==> src/rtl/mips_pkg.sv <==
// Shared MIPS encodings for the ID/EX stage: opcode/funct values, ALU control
// codes, control-flag struct and operand-select enums.
package mips_pkg;

  localparam logic [5:0] OP_RTYPE = 6'b000000;
  localparam logic [5:0] OP_ADDI  = 6'b001000;
  localparam logic [5:0] OP_ANDI  = 6'b001100;
  localparam logic [5:0] OP_LW    = 6'b100011;
  localparam logic [5:0] OP_SW    = 6'b101011;
  localparam logic [5:0] OP_BEQ   = 6'b000100;
  localparam logic [5:0] OP_JAL   = 6'b000011;

  localparam logic [5:0] FN_ADD = 6'b100000;
  localparam logic [5:0] FN_AND = 6'b100100;
  localparam logic [5:0] FN_NOR = 6'b100111;
  localparam logic [5:0] FN_SLT = 6'b101010;
  localparam logic [5:0] FN_SLL = 6'b000000;
  localparam logic [5:0] FN_JR  = 6'b001000;

  localparam logic [3:0] ALU_ADD  = 4'b0000;
  localparam logic [3:0] ALU_MEM  = 4'b0010;
  localparam logic [3:0] ALU_SLL  = 4'b0100;
  localparam logic [3:0] ALU_AND  = 4'b0101;
  localparam logic [3:0] ALU_NOR  = 4'b0111;
  localparam logic [3:0] ALU_BEQ  = 4'b1000;
  localparam logic [3:0] ALU_JAL  = 4'b1001;
  localparam logic [3:0] ALU_JR   = 4'b1010;
  localparam logic [3:0] ALU_SLT  = 4'b1011;

  localparam logic [4:0] LINK_REG = 5'd31;

  typedef struct packed {
    logic reg_wr;
    logic mem_rd;
    logic mem_wr;
    logic branch;
    logic jump;
    logic illegal;
  } ctrl_flags_t;

  typedef enum logic {IN1_RS, IN1_RT} in1_sel_e;
  typedef enum logic [1:0] {IN2_RT, IN2_SIMM, IN2_ZIMM, IN2_SHAMT} in2_sel_e;

endpackage

==> src/rtl/id_ex_stage_if.sv <==
// ID -> EX bus: decoded-instruction inputs from ID and registered EX outputs.
interface id_ex_stage_if #(
  parameter int XLEN   = 32,
  parameter int REG_AW = 5
);
  // Valid-only flow: no ready. A transfer happens on every posedge where the
  // stage is not stalled; stall/flush come from the hazard unit, not from here.
  logic              id_valid_i;
  logic [31:0]       id_instr_i;
  logic [XLEN-1:0]   id_rs_val_i;
  logic [XLEN-1:0]   id_rt_val_i;

  logic              ex_valid_o;
  logic [XLEN-1:0]   ex_in1_o;
  logic [XLEN-1:0]   ex_in2_o;
  logic [3:0]        ex_alu_ctrl_o;
  logic [XLEN-1:0]   ex_store_o;
  logic [REG_AW-1:0] ex_dest_o;
  logic              ex_reg_wr_o;
  logic              ex_mem_rd_o;
  logic              ex_mem_wr_o;
  logic              ex_branch_o;
  logic              ex_jump_o;
  logic              ex_illegal_o;

  modport master (
    output id_valid_i, id_instr_i, id_rs_val_i, id_rt_val_i,
    input  ex_valid_o, ex_in1_o, ex_in2_o, ex_alu_ctrl_o, ex_store_o, ex_dest_o,
           ex_reg_wr_o, ex_mem_rd_o, ex_mem_wr_o, ex_branch_o, ex_jump_o, ex_illegal_o
  );

  modport slave (
    input  id_valid_i, id_instr_i, id_rs_val_i, id_rt_val_i,
    output ex_valid_o, ex_in1_o, ex_in2_o, ex_alu_ctrl_o, ex_store_o, ex_dest_o,
           ex_reg_wr_o, ex_mem_rd_o, ex_mem_wr_o, ex_branch_o, ex_jump_o, ex_illegal_o
  );
endinterface

==> src/rtl/id_ex_decode.sv <==
// Combinational instruction decoder: ALU control, side-effect flags, operand
// selects, expanded immediate and destination register.
module id_ex_decode
  import mips_pkg::*;
#(
  parameter int XLEN = 32
) (
  input  logic [5:0]      op,
  input  logic [4:0]      rt_f,
  input  logic [15:0]     imm,
  output logic [3:0]      alu_ctrl,
  output ctrl_flags_t     flags,
  output in1_sel_e        in1_sel,
  output in2_sel_e        in2_sel,
  output logic [XLEN-1:0] imm_ext,
  output logic [4:0]      dest
);

  logic [4:0] rd_f;
  logic [4:0] shamt;
  logic [5:0] funct;
  logic       wants_wr;

  assign rd_f  = imm[15:11];
  assign shamt = imm[10:6];
  assign funct = imm[5:0];

  always_comb begin
    alu_ctrl = ALU_ADD;
    flags    = '0;
    in1_sel  = IN1_RS;
    in2_sel  = IN2_RT;
    dest     = 5'd0;
    wants_wr = 1'b0;
    case (op)
      OP_RTYPE: begin
        dest     = rd_f;
        wants_wr = 1'b1;
        case (funct)
          FN_ADD: alu_ctrl = ALU_ADD;
          FN_AND: alu_ctrl = ALU_AND;
          FN_NOR: alu_ctrl = ALU_NOR;
          FN_SLT: alu_ctrl = ALU_SLT;
          FN_SLL: begin
            alu_ctrl = ALU_SLL;
            in1_sel  = IN1_RT;
            in2_sel  = IN2_SHAMT;
          end
          FN_JR: begin
            alu_ctrl   = ALU_JR;
            flags.jump = 1'b1;
            wants_wr   = 1'b0;
          end
          default: begin
            flags.illegal = 1'b1;
            wants_wr      = 1'b0;
            dest          = 5'd0;
          end
        endcase
      end
      OP_ADDI: begin
        in2_sel  = IN2_SIMM;
        dest     = rt_f;
        wants_wr = 1'b1;
      end
      OP_ANDI: begin
        alu_ctrl = ALU_AND;
        in2_sel  = IN2_ZIMM;
        dest     = rt_f;
        wants_wr = 1'b1;
      end
      OP_LW: begin
        alu_ctrl     = ALU_MEM;
        in2_sel      = IN2_SIMM;
        flags.mem_rd = 1'b1;
        dest         = rt_f;
        wants_wr     = 1'b1;
      end
      OP_SW: begin
        alu_ctrl     = ALU_MEM;
        in2_sel      = IN2_SIMM;
        flags.mem_wr = 1'b1;
      end
      OP_BEQ: begin
        alu_ctrl     = ALU_BEQ;
        flags.branch = 1'b1;
      end
      OP_JAL: begin
        alu_ctrl   = ALU_JAL;
        flags.jump = 1'b1;
        dest       = LINK_REG;
        wants_wr   = 1'b1;
      end
      default: flags.illegal = 1'b1;
    endcase
    // Writes to $0 are architecturally discarded, so never request them.
    flags.reg_wr = wants_wr && (dest != 5'd0);
  end

  always_comb begin
    case (in2_sel)
      IN2_SIMM:  imm_ext = {{(XLEN-16){imm[15]}}, imm};
      IN2_ZIMM:  imm_ext = XLEN'(imm);
      IN2_SHAMT: imm_ext = XLEN'(shamt);
      default:   imm_ext = '0;
    endcase
  end

endmodule

==> src/rtl/id_ex_stage.sv <==
// Registered ID/EX pipeline stage feeding the ALU; stall holds, flush bubbles.
// Optional operand forwarding from EX/MEM and MEM/WB under FORWARDING_EN.
module id_ex_stage
  import mips_pkg::*;
#(
  parameter int XLEN   = 32,
  parameter int REG_AW = 5
) (
  input  logic              clk,
  input  logic              rst_n,
  input  logic              stall_i,
  input  logic              flush_i,
`ifdef FORWARDING_EN
  input  logic              exmem_wr_i,
  input  logic [REG_AW-1:0] exmem_rd_i,
  input  logic [XLEN-1:0]   exmem_val_i,
  input  logic              memwb_wr_i,
  input  logic [REG_AW-1:0] memwb_rd_i,
  input  logic [XLEN-1:0]   memwb_val_i,
`endif
  id_ex_stage_if.slave      bus
);

  logic [3:0]      alu_ctrl;
  ctrl_flags_t     flags;
  in1_sel_e        in1_sel;
  in2_sel_e        in2_sel;
  logic [XLEN-1:0] imm_ext;
  logic [4:0]      dest;
  logic [XLEN-1:0] rs_v;
  logic [XLEN-1:0] rt_v;
  logic [XLEN-1:0] in1_n;
  logic [XLEN-1:0] in2_n;

  id_ex_decode #(.XLEN(XLEN)) u_decode (
    .op       (bus.id_instr_i[31:26]),
    .rt_f     (bus.id_instr_i[20:16]),
    .imm      (bus.id_instr_i[15:0]),
    .alu_ctrl (alu_ctrl),
    .flags    (flags),
    .in1_sel  (in1_sel),
    .in2_sel  (in2_sel),
    .imm_ext  (imm_ext),
    .dest     (dest)
  );

`ifdef FORWARDING_EN
  // EX/MEM is the younger producer, so it wins over MEM/WB; $0 never forwards.
  function automatic logic [XLEN-1:0] fwd(input logic [4:0] f, input logic [XLEN-1:0] rf);
    if (f != 5'd0 && exmem_wr_i && exmem_rd_i == REG_AW'(f))
      return exmem_val_i;
    else if (f != 5'd0 && memwb_wr_i && memwb_rd_i == REG_AW'(f))
      return memwb_val_i;
    else
      return rf;
  endfunction

  assign rs_v = fwd(bus.id_instr_i[25:21], bus.id_rs_val_i);
  assign rt_v = fwd(bus.id_instr_i[20:16], bus.id_rt_val_i);
`else
  logic [4:0] unused_rs_f;
  assign unused_rs_f = bus.id_instr_i[25:21];
  assign rs_v        = bus.id_rs_val_i;
  assign rt_v        = bus.id_rt_val_i;
`endif

  assign in1_n = (in1_sel == IN1_RT) ? rt_v : rs_v;
  assign in2_n = (in2_sel == IN2_RT) ? rt_v : imm_ext;

  always_ff @(posedge clk or negedge rst_n) begin
    if (!rst_n) begin
      bus.ex_valid_o    <= 1'b0;
      bus.ex_in1_o      <= '0;
      bus.ex_in2_o      <= '0;
      bus.ex_alu_ctrl_o <= '0;
      bus.ex_store_o    <= '0;
      bus.ex_dest_o     <= '0;
      bus.ex_reg_wr_o   <= 1'b0;
      bus.ex_mem_rd_o   <= 1'b0;
      bus.ex_mem_wr_o   <= 1'b0;
      bus.ex_branch_o   <= 1'b0;
      bus.ex_jump_o     <= 1'b0;
      bus.ex_illegal_o  <= 1'b0;
    end else if (flush_i || (!stall_i && !bus.id_valid_i)) begin
      // Bubble: kill everything with a side effect, leave the datapath as is.
      bus.ex_valid_o    <= 1'b0;
      bus.ex_reg_wr_o   <= 1'b0;
      bus.ex_mem_rd_o   <= 1'b0;
      bus.ex_mem_wr_o   <= 1'b0;
      bus.ex_branch_o   <= 1'b0;
      bus.ex_jump_o     <= 1'b0;
      bus.ex_illegal_o  <= 1'b0;
    end else if (!stall_i) begin
      bus.ex_valid_o    <= 1'b1;
      bus.ex_in1_o      <= in1_n;
      bus.ex_in2_o      <= in2_n;
      bus.ex_alu_ctrl_o <= alu_ctrl;
      bus.ex_store_o    <= rt_v;
      bus.ex_dest_o     <= REG_AW'(dest);
      bus.ex_reg_wr_o   <= flags.reg_wr;
      bus.ex_mem_rd_o   <= flags.mem_rd;
      bus.ex_mem_wr_o   <= flags.mem_wr;
      bus.ex_branch_o   <= flags.branch;
      bus.ex_jump_o     <= flags.jump;
      bus.ex_illegal_o  <= flags.illegal;
    end
  end

endmodule

==> src/flat_wrapper.sv <==
// flat-port wrapper written by rule: the top's interface ports become plain ports
module id_ex_stage_flat import mips_pkg::*;
#(
  parameter int XLEN   = 32,
  parameter int REG_AW = 5
)
  (clk, rst_n, stall_i, flush_i, bus_id_valid_i, bus_id_instr_i, bus_id_rs_val_i, bus_id_rt_val_i, bus_ex_valid_o, bus_ex_in1_o, bus_ex_in2_o, bus_ex_alu_ctrl_o, bus_ex_store_o, bus_ex_dest_o, bus_ex_reg_wr_o, bus_ex_mem_rd_o, bus_ex_mem_wr_o, bus_ex_branch_o, bus_ex_jump_o, bus_ex_illegal_o);
  id_ex_stage_if #(.XLEN(XLEN), .REG_AW(REG_AW)) bus_i ();
  input  logic clk;
  input  logic rst_n;
  input  logic stall_i;
  input  logic flush_i;
  input wire logic [$bits(bus_i.id_valid_i)-1:0] bus_id_valid_i;
  input wire logic [$bits(bus_i.id_instr_i)-1:0] bus_id_instr_i;
  input wire logic [$bits(bus_i.id_rs_val_i)-1:0] bus_id_rs_val_i;
  input wire logic [$bits(bus_i.id_rt_val_i)-1:0] bus_id_rt_val_i;
  output wire logic [$bits(bus_i.ex_valid_o)-1:0] bus_ex_valid_o;
  output wire logic [$bits(bus_i.ex_in1_o)-1:0] bus_ex_in1_o;
  output wire logic [$bits(bus_i.ex_in2_o)-1:0] bus_ex_in2_o;
  output wire logic [$bits(bus_i.ex_alu_ctrl_o)-1:0] bus_ex_alu_ctrl_o;
  output wire logic [$bits(bus_i.ex_store_o)-1:0] bus_ex_store_o;
  output wire logic [$bits(bus_i.ex_dest_o)-1:0] bus_ex_dest_o;
  output wire logic [$bits(bus_i.ex_reg_wr_o)-1:0] bus_ex_reg_wr_o;
  output wire logic [$bits(bus_i.ex_mem_rd_o)-1:0] bus_ex_mem_rd_o;
  output wire logic [$bits(bus_i.ex_mem_wr_o)-1:0] bus_ex_mem_wr_o;
  output wire logic [$bits(bus_i.ex_branch_o)-1:0] bus_ex_branch_o;
  output wire logic [$bits(bus_i.ex_jump_o)-1:0] bus_ex_jump_o;
  output wire logic [$bits(bus_i.ex_illegal_o)-1:0] bus_ex_illegal_o;
  assign bus_i.id_valid_i = bus_id_valid_i;
  assign bus_i.id_instr_i = bus_id_instr_i;
  assign bus_i.id_rs_val_i = bus_id_rs_val_i;
  assign bus_i.id_rt_val_i = bus_id_rt_val_i;
  assign bus_ex_valid_o = bus_i.ex_valid_o;
  assign bus_ex_in1_o = bus_i.ex_in1_o;
  assign bus_ex_in2_o = bus_i.ex_in2_o;
  assign bus_ex_alu_ctrl_o = bus_i.ex_alu_ctrl_o;
  assign bus_ex_store_o = bus_i.ex_store_o;
  assign bus_ex_dest_o = bus_i.ex_dest_o;
  assign bus_ex_reg_wr_o = bus_i.ex_reg_wr_o;
  assign bus_ex_mem_rd_o = bus_i.ex_mem_rd_o;
  assign bus_ex_mem_wr_o = bus_i.ex_mem_wr_o;
  assign bus_ex_branch_o = bus_i.ex_branch_o;
  assign bus_ex_jump_o = bus_i.ex_jump_o;
  assign bus_ex_illegal_o = bus_i.ex_illegal_o;
  id_ex_stage #(.XLEN(XLEN), .REG_AW(REG_AW)) u_core (.clk(clk), .rst_n(rst_n), .stall_i(stall_i), .flush_i(flush_i), .bus(bus_i));
endmodule
==> config.mk <==
export PLATFORM = sky130hd
export DESIGN_NAME = id_ex_stage_flat
export DESIGN_NICKNAME = d
export VERILOG_FILES = /design/src/rtl/mips_pkg.sv /design/src/rtl/id_ex_stage_if.sv /design/src/rtl/id_ex_decode.sv /design/src/rtl/id_ex_stage.sv /design/src/flat_wrapper.sv
export SDC_FILE = /design/constraint.sdc
export NUM_CORES = 1
export LEC_CHECK = 0
export BUFFER_PORTS_ARGS = -buffer_cell sky130_fd_sc_hd__buf_2
export CAP_MARGIN = 30
export CORE_ASPECT_RATIO = 0.9
export CORE_UTILIZATION = 46
export CTS_BUF_LIST = sky130_fd_sc_hd__clkbuf_8
export DETAILED_ROUTE_END_ITERATION = 10
export PLACE_DENSITY = 0.81
export SLEW_MARGIN = 5
export SYNTH_ARGS = -nofsm -noshare
export SYNTH_HDL_FRONTEND = slang
export SYNTH_HIERARCHICAL = 1
export SYNTH_SLANG_ARGS = --single-unit
==> constraint.sdc <==
create_clock -name clk -period 0.8 [get_ports clk]
set_input_delay 0.08 -clock clk [delete_from_list [all_inputs] [get_ports clk]]
set_output_delay 0.08 -clock clk [all_outputs]
set_load 0.1 [all_outputs]
==> impl_metrics.ini, run 1 <==
[status]
status = stopped before the end
stop_stage = global routing
stop_error = [ERROR DPL-0038] Utilization greater than 100%, impossible to legalize

[floorplanning]
io_pins = 213
rows = 37
die_w_um = 117
chipHeight_um = 105
start_util_pct = 47.6

[cts]
cts_root_buf = clkbuf_8
clockBufferDepth = 2
htreeDepth = 3
cts_inserted_buffers = 9
cts.sinks = 112

[placement]
port_buffers = 207
gp_congestion = 0.936
post_dp_cell_area_um2 = 9270
dp_hpwl_um = 13900
place_inst = 919

[logic_synthesis]
seq_area_frac_synth_pct = 51.3
synth_area_leaders = dfrtp_1 51%, mux2i_1 12%, mux2_2 8.5%
synth_fp_nets = 606
yosys.area.top_type_share_pct = 51.3
synth-seq-cells = 112
syn_inst = 505
synth_ff_type = dfrtp_1
synth_cell_types = 45
syn_area_um2 = 5460
async_flop_share_pct = 100
yosysWarnings = 6
synth-edff-count = 0
syn_area_per_cell_um2 = 10.8
yosysTopAreaCell = dfrtp_1

[sta]
worstEpCategory = register input
worst_endpoint = u_core/bus.ex_in2_o[4]$_DFFE_PN0P_/D

[global_routing]
grt_max_degree = 41
through the flow:
stage / utilization, % / setup slack, ns
2_1_floorplan: - / -0.997
3_3_place_gp: 80.7 / -1.08
3_5_place_dp: 80.7 / -1.21
4_1_cts: 95.9 / -0.741
Yosys cell counts, drive strengths merged, types with 3 or more instances:
library cell	count
and2	14
buf	44
mux2	41
dfrtp	112
nor2	85
a21oi	71
nor3	5
o21ai	5
clkbuf	6
mux2i	64
or4	5
nor3b	3
a22oi	7
nand2	8
o2bb2ai	7
a22o	3
cell families after synthesis:
group           synth area share, %
xor+xnor                      0.321
simple gates                   12.0
mux                            20.2
compound gates                 10.6
flops                          51.3
buf+inv                        5.52
timing repair:
item | in CTS
endpoints found under the hold margin | 166
pin swaps | 46
hold buffers | 55
gates resized for setup | 118
buffers inserted | 45
endpoints found under the setup margin | 222
cloned | 7
==> inputs of run 2 (changes only) <==
--- a/config.mk
+++ b/config.mk
@@ -7,11 +7,9 @@
 export LEC_CHECK = 0
 export BUFFER_PORTS_ARGS = -buffer_cell sky130_fd_sc_hd__buf_2
 export CAP_MARGIN = 30
-export CORE_ASPECT_RATIO = 0.9
-export CORE_UTILIZATION = 46
-export CTS_BUF_LIST = sky130_fd_sc_hd__clkbuf_8
+export CORE_UTILIZATION = 35
 export DETAILED_ROUTE_END_ITERATION = 10
-export PLACE_DENSITY = 0.81
+export PLACE_DENSITY_LB_ADDON = 0.15
 export SLEW_MARGIN = 5
 export SYNTH_ARGS = -nofsm -noshare
 export SYNTH_HDL_FRONTEND = slang
==> constraint.sdc (replaced) <==
create_clock -name clk -period 1 [get_ports clk]
set_input_delay 0.1 -clock clk [delete_from_list [all_inputs] [get_ports clk]]
set_output_delay 0.1 -clock clk [all_outputs]
set_load 0.1 [all_outputs]
==> run 2 against run 1 <==
Net effect: synthesized area unchanged; synthesized cell count unchanged; the flow now finishes, with violations (negative setup slack).
==> impl_metrics.ini, run 2 <==
[cts]
clockBufferDepth = 2
cts_inserted_buffers = 9
clk_transition_reported_paths_ns = 0.07
cts_root_buf = clkbuf_16
insertion_delay_ns = 0.35
htreeDepth = 3
cts_tree = done
cts.sinks = 112

[detailed_routing]
drcViolationCount = 0
final_antenna_net_count = 0
firstDrtPassIters = 4
wl_per_cell_um = 17.8
vias = 4894
first_iter_violations = 245
drt_wl_total_um = 17500
viasPerCell = 4.97

[job]
maxCapViolCount = 0

[sta]
worstMarginPinSlew_ns = 0.643
final-hold-violation-count = 0
fin_ws_ns = -0.569
maxSlewViolCount = 0
finalSetupViolCount = 187
fmax_mhz = 637
fin_crit_sh_pct = 157
period_minus_slack_ns = 1.57
slew_headroom_pct = 56.5
rsz0062_at_grt = true
fin_skew_ns = 0

[pwr]
pwr-share-seq_pct = 30.0
switching_share_pct = 44.6
clockPowerShare_pct = 18.0
switchingPower_mw = 9.08
cellLeakagePower_nw = 4.62
vdd_ir_drop_max_mv = 1.24
pwr-share-comb_pct = 52.1
internal_power_mw = 11.3
powerDensity_nw_per_um2 = 2030

[floorplanning]
io_pins = 213
core_um2 = 15200
start_util_pct = 35.9
rows = 45
die_w_um = 127
dieArea_um2 = 16100
chipHeight_um = 127

[placement]
port_buffers = 207
dp_hpwl_um = 12700
place_inst = 925
gp_congestion = 0.887

[critical_path]
crit_slowest_cell = or4_4
cp_data_arrival_time_ns = 1.80
crit_type = in -> reg
critical_path.cell_chain = buf_6 > or4_4 > or3_4 > clkinv_8 > or2_4 > nor2_4 > buf_12 > mux2i_2 > a21oi_1
cp.required_ns = 1.23
slowest_delay_ns = 0.54
cp_max_fo = 16
start_kind = input pin
critPathCaptureType = register

[logic_synthesis]
syn_area_per_cell_um2 = 10.8
synth_fp_nets = 606
syn_area_um2 = 5460
yosysWarnings = 6
yosys.area.top_type_share_pct = 51.3
syn_inst = 505
synth-seq-cells = 112
seq_area_frac_synth_pct = 51.3
synth_cell_types = 45
yosysTopAreaCell = dfrtp_1
yosys-top-cells-count = 112 x dfrtp_1, 85 x nor2_1, 71 x a21oi_1, 64 x mux2i_1, 41 x mux2_2
yosysMostFrequentCell = dfrtp_1
synth-edff-count = 0
async_flop_share_pct = 100
synth_area_leaders = dfrtp_1 51%, mux2i_1 12%, mux2_2 8.5%
synth_ff_type = dfrtp_1

[final_layout]
final_cells = 985
fin_util_pct = 65.8
layout_common_cells = 126 x buf_12, 93 x buf_4, 90 x buf_2, 81 x nor2_1, 70 x dfrtp_1
n_antenna_cell = 0
fillers = 1157
final_common_cell = buf_12
synthToLayoutAreaGrowth_pct = 83.0
drive_gt1_share_pct = 58.1
reg.largest.list = u_core/bus.ex_in1_o (32), u_core/bus.ex_in2_o (32), u_core/bus.ex_store_o (32)
final_nets = 893

[global_routing]
grt_max_degree = 40
overflow = 0
antenna_found_initial = 0
grt_pass1_vias = 4908
grt_pass1_wl_um = 26900
grt_use_total_pct = 21.9

[min_path]
hold_path_class = in -> reg

[status]
status = complete, but fails checks
violations = negative setup slack
-- run 2: cell counts after synthesis --
No cell type changed its count.
-- run 2: metrics by stage --
stage / hold WS [ns] / setup TNS, ns / area, µm² / setup slack (ns) / total power [mW]
2_1_floorplan: -0.196 / -61.38 / 5800 / -0.817 / 12.1
3_3_place_gp: 0.00553 / -68.54 / 9060 / -0.869 / 16.3
3_5_place_dp: 0.00982 / -72.07 / 9060 / -0.933 / 16.4
4_1_cts: 0.00653 / -39.90 / 9710 / -0.556 / 20.3
5_1_grt: 0.00893 / -46.20 / 10000 / -0.610 / 21.0
6_report: 0.0154 / -40.41 / 10000 / -0.569 / 20.3
-- run 2: layout make-up --
class                   count  area [µm²]  share of cell area (%)
clock inverters             5        53.8                   0.538
clock buffers              11         243                    2.43
flip-flops and latches    112        2860                    28.6
multi-input cells         341        2660                    26.6
well taps                 188         235                    2.35
inverters                   2        20.0                   0.200
repair buffers            326        3930                    39.3
-- run 2: critical path: cells and delay by family --
family / cells / cell delay [ns]
buffers and inverters: 3 / 0.33
AND/OR/NAND/NOR: 4 / 1.09
AO/OA/AOI/OAI: 1 / 0.09
multiplexers: 1 / 0.18
-- run 2: worst paths after layout --
kind | startpoint | endpoint | slack (ns) | depth (start not counted)
setup / recovery | bus_id_instr_i[0] | u_core/bus.ex_in2_o[18]$_DFFE_PN0P_ | -0.57 | 9
hold / removal | bus_id_rt_val_i[29] | u_core/bus.ex_store_o[29]$_DFFE_PN0P_ | 0.02 | 2
setup reg to reg | u_core/bus.ex_valid_o$_DFFE_PN0P_ | u_core/bus.ex_valid_o$_DFFE_PN0P_ | 0.03 | 4
hold reg to reg | u_core/bus.ex_store_o[17]$_DFFE_PN0P_ | u_core/bus.ex_store_o[17]$_DFFE_PN0P_ | 0.56 | 1
max in group asynchronous | rst_n | u_core/bus.ex_dest_o[4]$_DFFE_PN0P_ | 0.28 | 3
min in group asynchronous | rst_n | u_core/bus.ex_store_o[14]$_DFFE_PN0P_ | 0.18 | 2
-- run 2: logic make-up (layout without fill, tap and decap cells) --
group                  after synthesis  count (layout)  synth area share [%]
AO/OA/AOI/OAI                      100             100                  10.6
XOR/XNOR                             2               2                 0.321
flip-flops                         112             112                  51.3
multiplexers                       105             105                  20.2
AND/OR/NAND/NOR                    134             134                  12.0
buffers and inverters               52             344                  5.52
-- run 2: repair_timing --
action / in CTS / in global routing
pin swaps: 23 / 21
setup endpoints to repair: 188 / 191
hold buffers: 1 / 0
hold endpoints to repair: 112 / 0
cloned: 2 / 2
buffers inserted: 21 / 21
resized for setup: 32 / 25
-- run 2: per-layer routing --
layer / share of wire, % / track usage, % / vias to the layer above
met2: 53 / 38.8 / 141
li1: - / - / 2332
met4: 1.2 / 6.86 / 0
met3: 4.1 / 3.84 / 14
met5: 0 / 0 / -
met1: 42 / 27.1 / 2407
-- run 2: power by group through the flow --
| stage | registers, mW | logic (mW) | clock network [mW] |
|---|---|---|---|
| global route | 6.17 | 10.9 | 3.94 |
| detailed placement | 6.20 | 10.2 | 0 |
| finish | 6.09 | 10.6 | 3.66 |
| CTS | 6.10 | 10.4 | 3.75 |
| global placement | 6.16 | 10.2 | 0 |
| floorplan | 11.0 | 1.13 | 0 |
Power figures use the tool's default switching activity.
==> inputs of run 3 (changes only) <==
--- a/config.mk
+++ b/config.mk
@@ -9,6 +9,7 @@
 export CAP_MARGIN = 30
 export CORE_UTILIZATION = 35
 export DETAILED_ROUTE_END_ITERATION = 10
+export HOLD_SLACK_MARGIN = 0.03
 export PLACE_DENSITY_LB_ADDON = 0.15
 export SLEW_MARGIN = 5
 export SYNTH_ARGS = -nofsm -noshare
==> run 3 against run 2 <==
Net effect: the flow still finishes with violations (negative setup slack); routed wire length grew 1.9%; count of clock-buffer cells in the layout is the same; design area is 2.9% higher; register-to-register slack about the same; sequential share of layout area down 0.81 points; worst hold slack improved by 0.017 ns; clock power about the same; critical path type unchanged; largest cell class unchanged; largest power group unchanged.
==> impl_metrics.ini, run 3 (synthesized netlist as in run 2, its figures left out) <==
[pwr]
pwr-share-seq_pct = 29.8
switching_share_pct = 44.6
internal_power_mw = 11.3
switchingPower_mw = 9.11
powerDensity_nw_per_um2 = 1990
pwr-share-comb_pct = 52.2
vdd_ir_drop_max_mv = 1.22
clockPowerShare_pct = 17.9
finalPower_mw = 20.4
cellLeakagePower_nw = 4.74

[detailed_routing]
final_antenna_net_count = 0
drt_wl_total_um = 17900
wl_per_cell_um = 17.6
first_iter_violations = 221
drcViolationCount = 0
firstDrtPassIters = 4
vias = 5014
viasPerCell = 4.94

[cts]
insertion_delay_ns = 0.35
cts_tree = done
cts_root_buf = clkbuf_16
clk_transition_reported_paths_ns = 0.07
cts.sinks = 112
clockBufferDepth = 2
htreeDepth = 3
cts_inserted_buffers = 9

[final_layout]
synthToLayoutAreaGrowth_pct = 88.3
drive_gt1_share_pct = 56.1
fillers = 1114
final_cells = 1014
final_nets = 922
final_common_cell = buf_12
n_antenna_cell = 0
layout_common_cells = 126 x buf_12, 93 x buf_4, 90 x buf_2, 81 x nor2_1, 70 x dfrtp_1
reg.largest.list = u_core/bus.ex_in1_o (32), u_core/bus.ex_in2_o (32), u_core/bus.ex_store_o (32)
design_area_um2 = 10300

[floorplanning]
io_pins = 213
chipHeight_um = 127
die_w_um = 127
core_um2 = 15200
rows = 45
dieArea_um2 = 16100
start_util_pct = 35.9

[global_routing]
grt_pass1_vias = 5033
grt_use_total_pct = 22.3
overflow = 0
antenna_found_initial = 0
grt_pass1_wl_um = 27400
grt_max_degree = 40

[min_path]
hold_path_class = in -> reg

[placement]
post_dp_cell_area_um2 = 9060
dp_hpwl_um = 12700
place_inst = 925
port_buffers = 207
gp_congestion = 0.887

[sta]
final-hold-violation-count = 0
fmax_mhz = 640
rsz0062_at_grt = true
slew_headroom_pct = 56.6
maxSlewViolCount = 0
period_minus_slack_ns = 1.56
fin_crit_sh_pct = 156
worstMarginPinSlew_ns = 0.642
fin_ws_ns = -0.563
finalSetupViolCount = 187
tns_ns = -40.41
fin_skew_ns = 0

[job]
maxCapViolCount = 0

[status]
status = complete, but fails checks
violations = negative setup slack

[critical_path]
path_buf_inv = 3
start_kind = input pin
slowest_delay_ns = 0.54
crit_slowest_cell = or4_4
crit_type = in -> reg
critPathCaptureType = register
cp_top_family = simple AND/OR/NAND/NOR gates
cp_data_arrival_time_ns = 1.83
cp.required_ns = 1.27
cp_max_fo = 16
critical_path.cell_chain = buf_6 > or4_4 > or3_4 > clkinv_8 > or2_4 > nor2_4 > buf_12 > mux2i_1 > a21oi_1
==> run 3: power by group through the flow <==
| stage | registers (mW) | logic, mW | clock network, mW |
|---|---|---|---|
| after global placement | 6.16 | 10.2 | 0 |
| after CTS | 6.10 | 10.5 | 3.75 |
| after floorplan | 11.0 | 1.13 | 0 |
| after detailed placement | 6.20 | 10.2 | 0 |
| after global routing | 6.17 | 11.0 | 3.94 |
| final | 6.09 | 10.7 | 3.67 |
==> run 3: worst register-to-register path: cells and delay by family (launching register included) <==
family,cells,cell delay [ns]
compound gates,1,0.13
flops,1,0.42
simple gates,1,0.05
buf+inv,2,0.26
==> run 3: area by class of cell <==
cell class	count	area [µm²]	area share (%)
clock inverters	5	53.8	0.523
flip-flops and latches	112	2860	27.8
clock buffers	11	243	2.36
multi-input cells	341	2660	25.9
repair buffers	355	4220	41.0
well taps	188	235	2.29
inverters	2	20.0	0.195
==> run 3: worst paths after layout <==
path	from	endpoint	slack (ns)	cells after the start
worst min register to register	u_core/bus.ex_store_o[24]$_DFFE_PN0P_	u_core/bus.ex_store_o[24]$_DFFE_PN0P_	0.56	1
worst max-delay path	bus_id_instr_i[0]	u_core/bus.ex_in2_o[28]$_DFFE_PN0P_	-0.56	9
worst min-delay path	bus_id_rs_val_i[31]	u_core/bus.ex_in1_o[31]$_DFFE_PN0P_	0.03	3
worst max register to register	u_core/bus.ex_valid_o$_DFFE_PN0P_	u_core/bus.ex_valid_o$_DFFE_PN0P_	0.04	4
min in group asynchronous	rst_n	u_core/bus.ex_store_o[14]$_DFFE_PN0P_	0.18	2
max in group asynchronous	rst_n	u_core/bus.ex_dest_o[4]$_DFFE_PN0P_	0.29	3
==> run 3: repair_timing <==
action,CTS,global route
hold endpoints to repair,140,1
cloned,2,2
pin swaps,23,20
setup endpoints to repair,188,191
resized for setup,32,25
setup buffers,21,21
hold buffers,29,1
==> run 3: stage by stage <==
stage               setup slack, ns  utilization (%)  hold WS (ns)
floorplan                    -0.817                -        -0.196
global placement             -0.869             59.6       0.00553
detailed placement           -0.933             59.6       0.00982
CTS                          -0.556             65.7        0.0304
global route                 -0.626             67.7        0.0390
finish                       -0.563             67.7        0.0324
==> run 3: metal layers <==
layer	part of all wire [%]	wire length (µm)	GRT usage (%)	vias to the layer above
met5	0	0	0	-
met4	1.7	297	7.21	0
met3	4.0	716	3.80	23
met2	52	9330	39.8	145
met1	42	7540	27.2	2455
li1	-	-	-	2391
